## config.mk

```make
export PLATFORM = sky130hd
export DESIGN_NAME = logic_gate_unit
export DESIGN_NICKNAME = d
export VERILOG_FILES = /design/src/rtl/logic_gate_pkg.sv /design/src/rtl/logic_gate_skid.sv /design/src/rtl/logic_gate_unit.sv
export SDC_FILE = /design/constraint.sdc
export NUM_CORES = 1
export LEC_CHECK = 0
export CAP_MARGIN = 20
export CORE_MARGIN = 2
export CORE_UTILIZATION = 30
export DETAILED_ROUTE_END_ITERATION = 8
export PLACE_DENSITY_LB_ADDON = 0.15
export RECOVER_POWER = 100
export SYNTH_ARGS = -nofsm -noshare
export SYNTH_HDL_FRONTEND = slang
export SYNTH_HIERARCHICAL = 1
export SYNTH_SLANG_ARGS = --single-unit
```

## constraint.sdc

```tcl
create_clock -name clk -period 3.45 [get_ports clk]
set_input_delay 0.5175 -clock clk [delete_from_list [all_inputs] [get_ports clk]]
set_output_delay 0.5175 -clock clk [all_outputs]
set_load 0.005 [all_outputs]
```

## src/rtl/logic_gate_pkg.sv

```systemverilog
// Shared definitions for the pipelined logic gate unit: operation select
// width and the eight operation codes.
package logic_gate_pkg;

    localparam int unsigned OP_W = 3;

    localparam logic [OP_W-1:0] OP_AND  = 3'd0;
    localparam logic [OP_W-1:0] OP_OR   = 3'd1;
    localparam logic [OP_W-1:0] OP_NOT  = 3'd2;
    localparam logic [OP_W-1:0] OP_NAND = 3'd3;
    localparam logic [OP_W-1:0] OP_NOR  = 3'd4;
    localparam logic [OP_W-1:0] OP_XOR  = 3'd5;
    localparam logic [OP_W-1:0] OP_XNOR = 3'd6;
    localparam logic [OP_W-1:0] OP_PASS = 3'd7;

endpackage

```

## src/rtl/logic_gate_skid.sv

```systemverilog
// Two-entry skid buffer: a primary output register plus one skid register.
// Ports:
//   clk, rst_n        clock, asynchronous active-low reset
//   i_valid/o_ready   upstream handshake; o_ready depends only on state
//   i_data            payload captured on an accepted beat
//   o_valid/i_ready   downstream handshake
//   o_data            primary register contents
module logic_gate_skid #(
    parameter int unsigned DATA_W = 10
) (
    input  logic              clk,
    input  logic              rst_n,
    input  logic              i_valid,
    output logic              o_ready,
    input  logic [DATA_W-1:0] i_data,
    output logic              o_valid,
    input  logic              i_ready,
    output logic [DATA_W-1:0] o_data
);

    logic              r_prim_valid;
    logic [DATA_W-1:0] r_prim_data;
    logic              r_skid_valid;
    logic [DATA_W-1:0] r_skid_data;

    logic              w_prim_valid_nxt;
    logic [DATA_W-1:0] w_prim_data_nxt;
    logic              w_skid_valid_nxt;
    logic [DATA_W-1:0] w_skid_data_nxt;

    logic w_push;
    logic w_drain;

    // Upstream may only push while the skid slot is free, so a push can
    // never coincide with an occupied skid.
    assign w_push  = i_valid & ~r_skid_valid;
    assign w_drain = r_prim_valid & i_ready;

    // State registers.
    always_ff @(posedge clk or negedge rst_n) begin
        if (!rst_n) begin
            r_prim_valid <= 1'b0;
            r_prim_data  <= '0;
            r_skid_valid <= 1'b0;
            r_skid_data  <= '0;
        end else begin
            r_prim_valid <= w_prim_valid_nxt;
            r_prim_data  <= w_prim_data_nxt;
            r_skid_valid <= w_skid_valid_nxt;
            r_skid_data  <= w_skid_data_nxt;
        end
    end

    // Next-state: primary refills from skid first (oldest), else from input.
    always_comb begin
        w_prim_valid_nxt = r_prim_valid;
        w_prim_data_nxt  = r_prim_data;
        w_skid_valid_nxt = r_skid_valid;
        w_skid_data_nxt  = r_skid_data;

        if (!r_prim_valid || w_drain) begin
            if (r_skid_valid) begin
                w_prim_valid_nxt = 1'b1;
                w_prim_data_nxt  = r_skid_data;
                w_skid_valid_nxt = 1'b0;
            end else if (w_push) begin
                w_prim_valid_nxt = 1'b1;
                w_prim_data_nxt  = i_data;
            end else begin
                w_prim_valid_nxt = 1'b0;
            end
        end else if (w_push) begin
            // Primary is held by backpressure: park the new result.
            w_skid_valid_nxt = 1'b1;
            w_skid_data_nxt  = i_data;
        end
    end

    // All outputs come straight from flops; no path from i_ready to o_ready.
    assign o_ready = ~r_skid_valid;
    assign o_valid = r_prim_valid;
    assign o_data  = r_prim_data;

endmodule

```

## src/rtl/logic_gate_unit.sv

```systemverilog
// Pipelined bitwise logic unit: applies one of eight operations to WIDTH-bit
// operands, registers the result with ZERO/PARITY flags, optionally feeds
// the result back through an accumulator, and buffers output in a 2-entry
// skid so in_ready never depends combinationally on out_ready.
// Ports:
//   clk, rst_n             clock, asynchronous active-low reset
//   in_valid/in_ready      operand handshake
//   A, B, OP, ACC          operands, operation select, use-accumulator flag
//   CLR_ACC                clears the accumulator on any edge
//   out_valid/out_ready    result handshake
//   Y, ZERO, PARITY        registered result and flags
module logic_gate_unit
    import logic_gate_pkg::*;
#(
    parameter int unsigned WIDTH  = 8,
    parameter bit          ACC_EN = 1'b1
) (
    input  logic             clk,
    input  logic             rst_n,
    input  logic             in_valid,
    output logic             in_ready,
    input  logic [WIDTH-1:0] A,
    input  logic [WIDTH-1:0] B,
    input  logic [OP_W-1:0]  OP,
    input  logic             ACC,
    input  logic             CLR_ACC,
    output logic             out_valid,
    input  logic             out_ready,
    output logic [WIDTH-1:0] Y,
    output logic             ZERO,
    output logic             PARITY
);

    localparam int unsigned DATA_W = WIDTH + 2;

    logic              w_accept;
    logic [WIDTH-1:0]  w_a_eff;
    logic [WIDTH-1:0]  w_result;
    logic              w_zero;
    logic              w_parity;
    logic [DATA_W-1:0] w_skid_in;
    logic [DATA_W-1:0] w_skid_out;

    assign w_accept = in_valid & in_ready;

    // Accumulator: clear has priority over the feedback write.
    if (ACC_EN) begin : g_acc
        logic [WIDTH-1:0] r_acc;

        always_ff @(posedge clk or negedge rst_n) begin
            if (!rst_n) begin
                r_acc <= '0;
            end else if (CLR_ACC) begin
                r_acc <= '0;
            end else if (w_accept) begin
                r_acc <= w_result;
            end
        end

        assign w_a_eff = ACC ? r_acc : A;
    end else begin : g_no_acc
        logic w_unused_acc;
        assign w_unused_acc = ACC ^ CLR_ACC;
        assign w_a_eff      = A;
    end

    // Operation decode.
    always_comb begin
        w_result = '0;
        case (OP)
            OP_AND:  w_result = w_a_eff & B;
            OP_OR:   w_result = w_a_eff | B;
            OP_NOT:  w_result = ~w_a_eff;
            OP_NAND: w_result = ~(w_a_eff & B);
            OP_NOR:  w_result = ~(w_a_eff | B);
            OP_XOR:  w_result = w_a_eff ^ B;
            OP_XNOR: w_result = ~(w_a_eff ^ B);
            OP_PASS: w_result = w_a_eff;
            default: w_result = '0;
        endcase
    end

    // Flags travel with the result so they always match the presented Y.
    assign w_zero    = (w_result == '0);
    assign w_parity  = ^w_result;
    assign w_skid_in = {w_parity, w_zero, w_result};

    logic_gate_skid #(
        .DATA_W (DATA_W)
    ) u_skid (
        .clk     (clk),
        .rst_n   (rst_n),
        .i_valid (in_valid),
        .o_ready (in_ready),
        .i_data  (w_skid_in),
        .o_valid (out_valid),
        .i_ready (out_ready),
        .o_data  (w_skid_out)
    );

    assign {PARITY, ZERO, Y} = w_skid_out;

endmodule

```

==> impl_metrics.env, run 1 <==
export IMPL_timing_max_transition_violations_final=31
export IMPL_critPathKind="in2reg"
export IMPL_detail_route_antenna_nets=0
export IMPL_first_iter_violations=31
export IMPL_route_detailed_vias_per_inst=4.822
export IMPL_tritoncts="built"
export IMPL_hold_path_class="reg2reg"
export IMPL_post_synthesis_instance_total=246
export IMPL_rsz0062_at_grt="false"
export IMPL_clock_tree_buffer_depth=2
export IMPL_final_layout_size_suffix_gt1_frac=0.2919
export IMPL_synth_distinct_cells=55
export IMPL_fmaxAchievable_mhz=303.2
export IMPL_postLayoutSetupSlackWorst_ns=0.1523
export IMPL_routabilityCongestion=0.7942
export IMPL_failed_checks="capacitance limit, slew limit"
export IMPL_drc=0
export IMPL_yosys_top_cells_count="sky130_fd_sc_hd__dfrtp_1, sky130_fd_sc_hd__nor2_1, sky130_fd_sc_hd__ha_1"
export IMPL_critical_path_slowest_cell="sky130_fd_sc_hd__a2111oi_2"
export IMPL_leakage_power_nw=1.578
export IMPL_synth_most_common_cell="sky130_fd_sc_hd__dfrtp_1"
export IMPL_outcome="complete, but fails checks"
export IMPL_detailedRoute_firstPassIterationCount=4
export IMPL_worst_path_cell_trace="dlygate4sd2_1 -> buf_12 -> mux2_1 -> inv_1 -> ha_1 -> and3b_1 -> a2111oi_2 -> o22ai_1 -> and2_0 -> ha_1 -> xnor2_2 -> xnor2_1 -> mux2_4 -> mux2_4"
export IMPL_period_needed_ns=3.298
export IMPL_final_setup_skew_ns=0.003029
export IMPL_dpl_worst_slack_ns=-0.4770
export IMPL_placementRows=33
export IMPL_worst_ir_drop_vdd_mv=0.1664
export IMPL_flow_area_growth_from_synthesis_pct=35.21
export IMPL_io_buffer_count=36
export IMPL_normalized_max_slew_margin=-0.05672
export IMPL_synth_yosys_warnings=6
export IMPL_fin_crit_sh=0.9559
export IMPL_worst_endpoint_arrival_ns=3.46
export IMPL_cts_inserted_buffers=5
export IMPL_floorplan_initialDensity=0.3053
export IMPL_max_cap_violations=1
export IMPL_timing_critical_path_slowest_cell_delay_ns=0.34
export IMPL_mapped_cell_area_um2=2484
export IMPL_synth_area_leaders="sky130_fd_sc_hd__dfrtp_1, sky130_fd_sc_hd__mux2_4, sky130_fd_sc_hd__ha_1"
export IMPL_synthFlopType="sky130_fd_sc_hd__dfrtp_1"
export IMPL_final_net_count=366
export IMPL_worst_path_max_fanout=8
export IMPL_clkTransAtPathRegs_ns=0.06
export IMPL_cts_root_buf="sky130_fd_sc_hd__clkbuf_8"
export IMPL_dp_final_hpwl_um=4434
export IMPL_fin_setup_tns_ns=0
export IMPL_detailroute_via_count=2059
export IMPL_synth_net_count=291
export IMPL_synth_async_sr_flop_share=1.000
export IMPL_grt_max_degree=31
export IMPL_clk_latency_ns=0.27
export IMPL_drt_wirelength_per_cell_um=13.58
export IMPL_grt_overflow_total=0
export IMPL_boundary_pin_count=37
export IMPL_fin_worst_hold_slack_ns=0.4863
export IMPL_via_count_of_the_first_global_routing_pass=2037
export IMPL_synth_edff_count=0
export IMPL_die_w_um=94.99
export IMPL_grt_usage=0.1363
export IMPL_critical_path_required_ns=3.61
export IMPL_yosysTopAreaCell="sky130_fd_sc_hd__dfrtp_1"
export IMPL_critical_path_endpoint_type="register"
export IMPL_detail_route_wirelength_um=5800
export IMPL_first_pass_grt_wire_length_um=9646
export IMPL_synth_top_cell_area_share=0.3023
export IMPL_tightestPinTransition_ns=1.585
export IMPL_postSynthAreaPerCell_um2=10.10
export IMPL_final_hold_violation_count=0
export IMPL_flip_flop_and_latch_count_after_synthesis=30
export IMPL_clock_sink_count=30
export IMPL_diode_count=0
export IMPL_fp_coreArea_um2=8134
export IMPL_die_h_um=94.99
export IMPL_pwr_density_cell_nw_per_um2=399.9
export IMPL_design_die_area_um2=9022
export IMPL_cts_max_level=2
export IMPL_worstSetupStartpointType="primary input"
export IMPL_antenna_violations_before_repair=0
export IMPL_setup_violations=0
export IMPL_ys_seq_area_frac=0.3023
[cell families (layout without fill, tap and decap cells)]
group	count (synthesis)	after routing	share of synthesized area
simple gates	69	69	0.1486
compound gates	48	48	0.1476
buf+inv	34	110	0.07707
xor+xnor	3	3	0.01058
fa+ha+maj	20	20	0.1008
flops	30	30	0.3023
mux	42	42	0.2131
[final timing paths]
check                                        endpoint  slack [ns]  cells past startpoint             startpoint
worst min register to register  u_skid/r_skid_data[0]        0.49                      1  u_skid/r_skid_data[0]
max in group asynchronous              u_skid/o_valid        1.35                      2                  rst_n
worst min-delay path            u_skid/r_skid_data[0]        0.49                      1  u_skid/r_skid_data[0]
worst max register to register       u_skid/o_data[9]        0.46                     12         g_acc.r_acc[3]
worst max-delay path                 u_skid/o_data[9]        0.15                     14                    ACC
min in group asynchronous            u_skid/o_data[4]        1.18                      2                  rst_n
[sequential cells by signal, indices dropped and copies added (netlist names)]
name	cells
u_skid/r_skid_data	10
g_acc.r_acc	8
u_skid/o_valid	1
u_skid/o_data	10
u_skid/r_skid_valid	1
[critical path, delay by kind of cell]
| family | cells | cell delay (ns) |
|---|---|---|
| multiplexers | 3 | 0.77 |
| adder cells (fa/ha/maj) | 2 | 0.58 |
| buffers and inverters | 3 | 0.46 |
| AND/OR/NAND/NOR | 2 | 0.35 |
| XOR/XNOR | 2 | 0.29 |
| AO/OA/AOI/OAI | 2 | 0.49 |
[routing by layer]
metal / track usage / share of wire / vias to the layer above
li1: - / - / 1032
met1: 0.1787 / 0.48 / 998
met2: 0.2370 / 0.49 / 27
met3: 0.02554 / 0.027 / 2
met4: 0.02174 / 0.0045 / 0
met5: 0 / 0 / -
[per-stage QoR]
| stage | util | power (mW) | area [µm²] | cells |
|---|---|---|---|---|
| 2_1_floorplan | - | 0.8301 | 2484 | 246 |
| 3_3_place_gp | 0.3932 | 1.056 | 3198 | 411 |
| 3_5_place_dp | 0.3932 | 1.069 | 3198 | 411 |
| 4_1_cts | 0.4149 | 1.388 | 3374 | 427 |
| 5_1_grt | 0.4129 | 1.446 | 3358 | 427 |
| 6_report | 0.4129 | 1.343 | 3358 | 427 |
[power breakdown]
group / internal [mW] / total (mW) / switching, mW
logic: 0.356 / 0.572 / 0.216
clock network: 0.161 / 0.287 / 0.126
registers: 0.437 / 0.484 / 0.0472
total: 0.954 / 1.34 / 0.389
[layout make-up]
cell class,count,area (µm²)
tap,105,131.4
timing repair buffer,83,754.5
inverter,19,71.32
fill,831,4776
clock inverter,1,5.005
clock buffer,7,86.33
multi-input combinational,182,1559
sequential,30,750.7
[placed cells by master, fill, tap and decap left out, types with 4 or more instances in the layout]
master                            Yosys  layout
sky130_fd_sc_hd__mux2_4              17      16
sky130_fd_sc_hd__ha_1                20      20
sky130_fd_sc_hd__buf_4                2      34
sky130_fd_sc_hd__o22a_1               4       4
sky130_fd_sc_hd__and2_1               7       5
sky130_fd_sc_hd__clkbuf_4             0       7
sky130_fd_sc_hd__buf_12               0       4
sky130_fd_sc_hd__mux2i_1              6       6
sky130_fd_sc_hd__dfrtp_1             30      30
sky130_fd_sc_hd__a21oi_1             10      10
sky130_fd_sc_hd__dlygate4sd3_1        0      13
sky130_fd_sc_hd__a2111oi_2            0       4
sky130_fd_sc_hd__a311oi_1             5       5
sky130_fd_sc_hd__nor2_1              27      27
sky130_fd_sc_hd__clkdlybuf4s50_1      0      22
sky130_fd_sc_hd__and3b_1              4       4
sky130_fd_sc_hd__o22ai_1              4       4
sky130_fd_sc_hd__mux2_2              17      14
sky130_fd_sc_hd__inv_1               18      18
sky130_fd_sc_hd__mux2_1               2       6
sky130_fd_sc_hd__nand2_1             11      11
sky130_fd_sc_hd__clkbuf_8             0       6
[what timing repair did]
| action | CTS | global route |
|---|---|---|
| endpoints found under the setup margin | 1 | 1 |
| hold buffers | 0 | 0 |
| pin swaps | 4 | 0 |
| buffers inserted | 8 | 0 |
| resized for setup | 6 | 2 |
(Power assumes the default switching activity.)
==> inputs of run 2 (changes only) <==
Settings changed: GPL_TIMING_DRIVEN set to 0.
==> run 2 against run 1 <==
The flow still finishes with violations (capacitance limit, slew limit). Wire length rose by 1.6%. Sequential share of layout area grew 2.3 points. Worst setup slack got worse by 0.027 ns. Critical endpoint unchanged. Largest cell class unchanged. Largest power group unchanged.
==> impl_metrics.env, run 2 (synthesis results as in run 1) <==
export IMPL_outcome="complete, but fails checks"
export IMPL_failed_checks="capacitance limit, slew limit"
export IMPL_critical_path_endpoint_type="register"
export IMPL_first_iter_violations=72
export IMPL_critical_path_required_ns=3.61
export IMPL_worst_endpoint_arrival_ns=3.49
export IMPL_placementRows=33
export IMPL_hold_path_cell_count=1
export IMPL_max_cap_violations=1
export IMPL_hold_path_class="reg2reg"
export IMPL_detailroute_via_count=1946
export IMPL_fp_coreArea_um2=8134
export IMPL_final_seq_area_um2=750.7
export IMPL_timing_critical_path_slowest_cell_delay_ns=0.45
export IMPL_switchingPower_mw=0.3771
export IMPL_grt_usage=0.1429
export IMPL_pwr_density_cell_nw_per_um2=410.6
export IMPL_cts_inserted_buffers=5
export IMPL_die_h_um=94.99
export IMPL_min_to="u_skid/r_skid_data[1]"
export IMPL_final_setup_skew_ns=0.004542
export IMPL_fin_worst_hold_slack_ns=0.4850
export IMPL_drt_wirelength_per_cell_um=15.12
export IMPL_flow_area_growth_from_synthesis_pct=22.52
export IMPL_reg2reg_depth=12
export IMPL_globalRouteMet3Util=0.03671
export IMPL_dpl_worst_slack_ns=-0.3343
export IMPL_final_cell_mix="sky130_fd_sc_hd__dfrtp_1, sky130_fd_sc_hd__nor2_1, sky130_fd_sc_hd__ha_1"
export IMPL_routabilityCongestion=0.8069
export IMPL_finalPower_mw=1.249
export IMPL_boundary_pin_count=37
export IMPL_fin_crit_sh=0.9637
export IMPL_grt_use_met2=0.2311
export IMPL_io_buffer_count=32
export IMPL_grtUsageMet1=0.1931
export IMPL_first_pass_grt_wire_length_um=9873
export IMPL_drc=0
export IMPL_design_die_area_um2=9022
export IMPL_die_w_um=94.99
export IMPL_fmaxAchievable_mhz=300.8
export IMPL_antenna_violations_before_repair=0
export IMPL_clock_sink_count=30
export IMPL_floorplan_initialDensity=0.3053
export IMPL_worst_ir_drop_vdd_mv=0.1477
export IMPL_reg2reg_slack_ns=0.44
export IMPL_diode_count=0
export IMPL_busiest_layer="met2"
export IMPL_route_detailed_vias_per_inst=4.990
export IMPL_rsz0062_at_grt="false"
export IMPL_critical_path_slowest_cell="sky130_fd_sc_hd__clkdlybuf4s50_1"
export IMPL_grt_max_degree=31
export IMPL_postLayoutSetupSlackWorst_ns=0.1251
export IMPL_power_share_combinational=0.407
export IMPL_swShare=0.3018
export IMPL_grt_overflow_total=0
export IMPL_detailedRoute_firstPassIterationCount=4
export IMPL_clkTransAtPathRegs_ns=0.06
export IMPL_cp_startpoint="A[5]"
export IMPL_worst_path_max_fanout=4
export IMPL_detail_route_antenna_nets=0
export IMPL_setup_violations=0
export IMPL_p_int_mw=0.8723
export IMPL_final_net_count=330
export IMPL_timing_max_transition_violations_final=31
export IMPL_power_share_clock=0.211
export IMPL_via_count_of_the_first_global_routing_pass=1966
export IMPL_dp_final_hpwl_um=4476
export IMPL_seq_power_share=0.382
export IMPL_layout_commonest_cell="sky130_fd_sc_hd__dfrtp_1"
export IMPL_detail_route_wirelength_um=5895
export IMPL_final_hold_violation_count=0
export IMPL_critPathKind="in2reg"
export IMPL_timing_hold_worst_start="u_skid/r_skid_data[1]"
export IMPL_period_needed_ns=3.325
export IMPL_clk_latency_ns=0.28
export IMPL_n_fill_cell=852
export IMPL_worst_path_cell_trace="clkdlybuf4s50_1 -> mux2_2 -> inv_1 -> ha_1 -> and3b_1 -> a2111oi_1 -> o22ai_1 -> and2_1 -> ha_1 -> xor2_1 -> xnor2_1 -> mux2_4 -> mux2_4"
export IMPL_reg2reg_from="g_acc.r_acc[5]"
export IMPL_tritoncts="built"
export IMPL_leakage_power_nw=1.374
export IMPL_multiInputGateArea_um2=1587
export IMPL_cts_root_buf="sky130_fd_sc_hd__clkbuf_8"
export IMPL_worstSetupStartpointType="primary input"
export IMPL_worstReg2RegEnd="u_skid/o_data[9]"
export IMPL_normalized_max_slew_margin=-0.1001
export IMPL_tightestPinTransition_ns=1.650
export IMPL_cts_max_level=2
export IMPL_clock_tree_buffer_depth=2
export IMPL_final_layout_size_suffix_gt1_frac=0.2035
[run 2: metrics by stage]
step           setup TNS (ns)  std cells  instance area, µm²    util
3_5_place_dp          -0.5293        383                2930  0.3603
4_1_cts                     0        390                3012  0.3703
5_1_grt                     0        390                3043  0.3741
2_1_floorplan               0        246                2484       -
3_3_place_gp          -0.3815        383                2935  0.3609
6_report                    0        390                3043  0.3741
[run 2: per-layer routing]
metal  vias to the layer above  share of wire
li1                        955              -
met1                       946           0.49
met2                        38           0.47
met3                         7          0.037
met4                         0         0.0081
met5                         -              0
[run 2: how the worst max path moves through the flow]
stage               cells past startpoint                to
CTS                                    13  u_skid/o_data[9]
finish                                 13  u_skid/o_data[9]
global route                           13  u_skid/o_data[9]
global placement                       13  u_skid/o_data[9]
detailed placement                     13  u_skid/o_data[9]
floorplan                              13  u_skid/o_data[9]
[run 2: critical path: cells and delay by family]
family                   cells  cell delay (ns)
multiplexers                 3             0.70
XOR/XNOR                     2             0.30
AO/OA/AOI/OAI                2             0.54
AND/OR/NAND/NOR              2             0.36
adder cells (fa/ha/maj)      2             0.58
buffers and inverters        2             0.50
[run 2: area by class of cell]
class	instances	area share
Clock buffer	7	0.02508
Tap cell	105	0.04317
Inverter	19	0.02344
Buffer	15	0.03701
Timing Repair Buffer	32	0.1032
Sequential cell	30	0.2467
Multi-Input combinational cell	182	0.5214
[run 2: repair_timing]
action,4_1_cts,5_1_grt
pin swaps,1,2
gates resized for setup,1,7
hold buffers,0,0
gates cloned,0,0
buffers inserted,0,0
endpoints found under the setup margin,1,1
[run 2: power groups by stage]
stage                     clock network, mW  registers (mW)  logic (mW)
after global routing                  0.293           0.489       0.566
final                                 0.263           0.478       0.508
after detailed placement                  0           0.488       0.528
after CTS                             0.276           0.481       0.532
after global placement                    0           0.484       0.523
after floorplan                           0           0.482       0.348
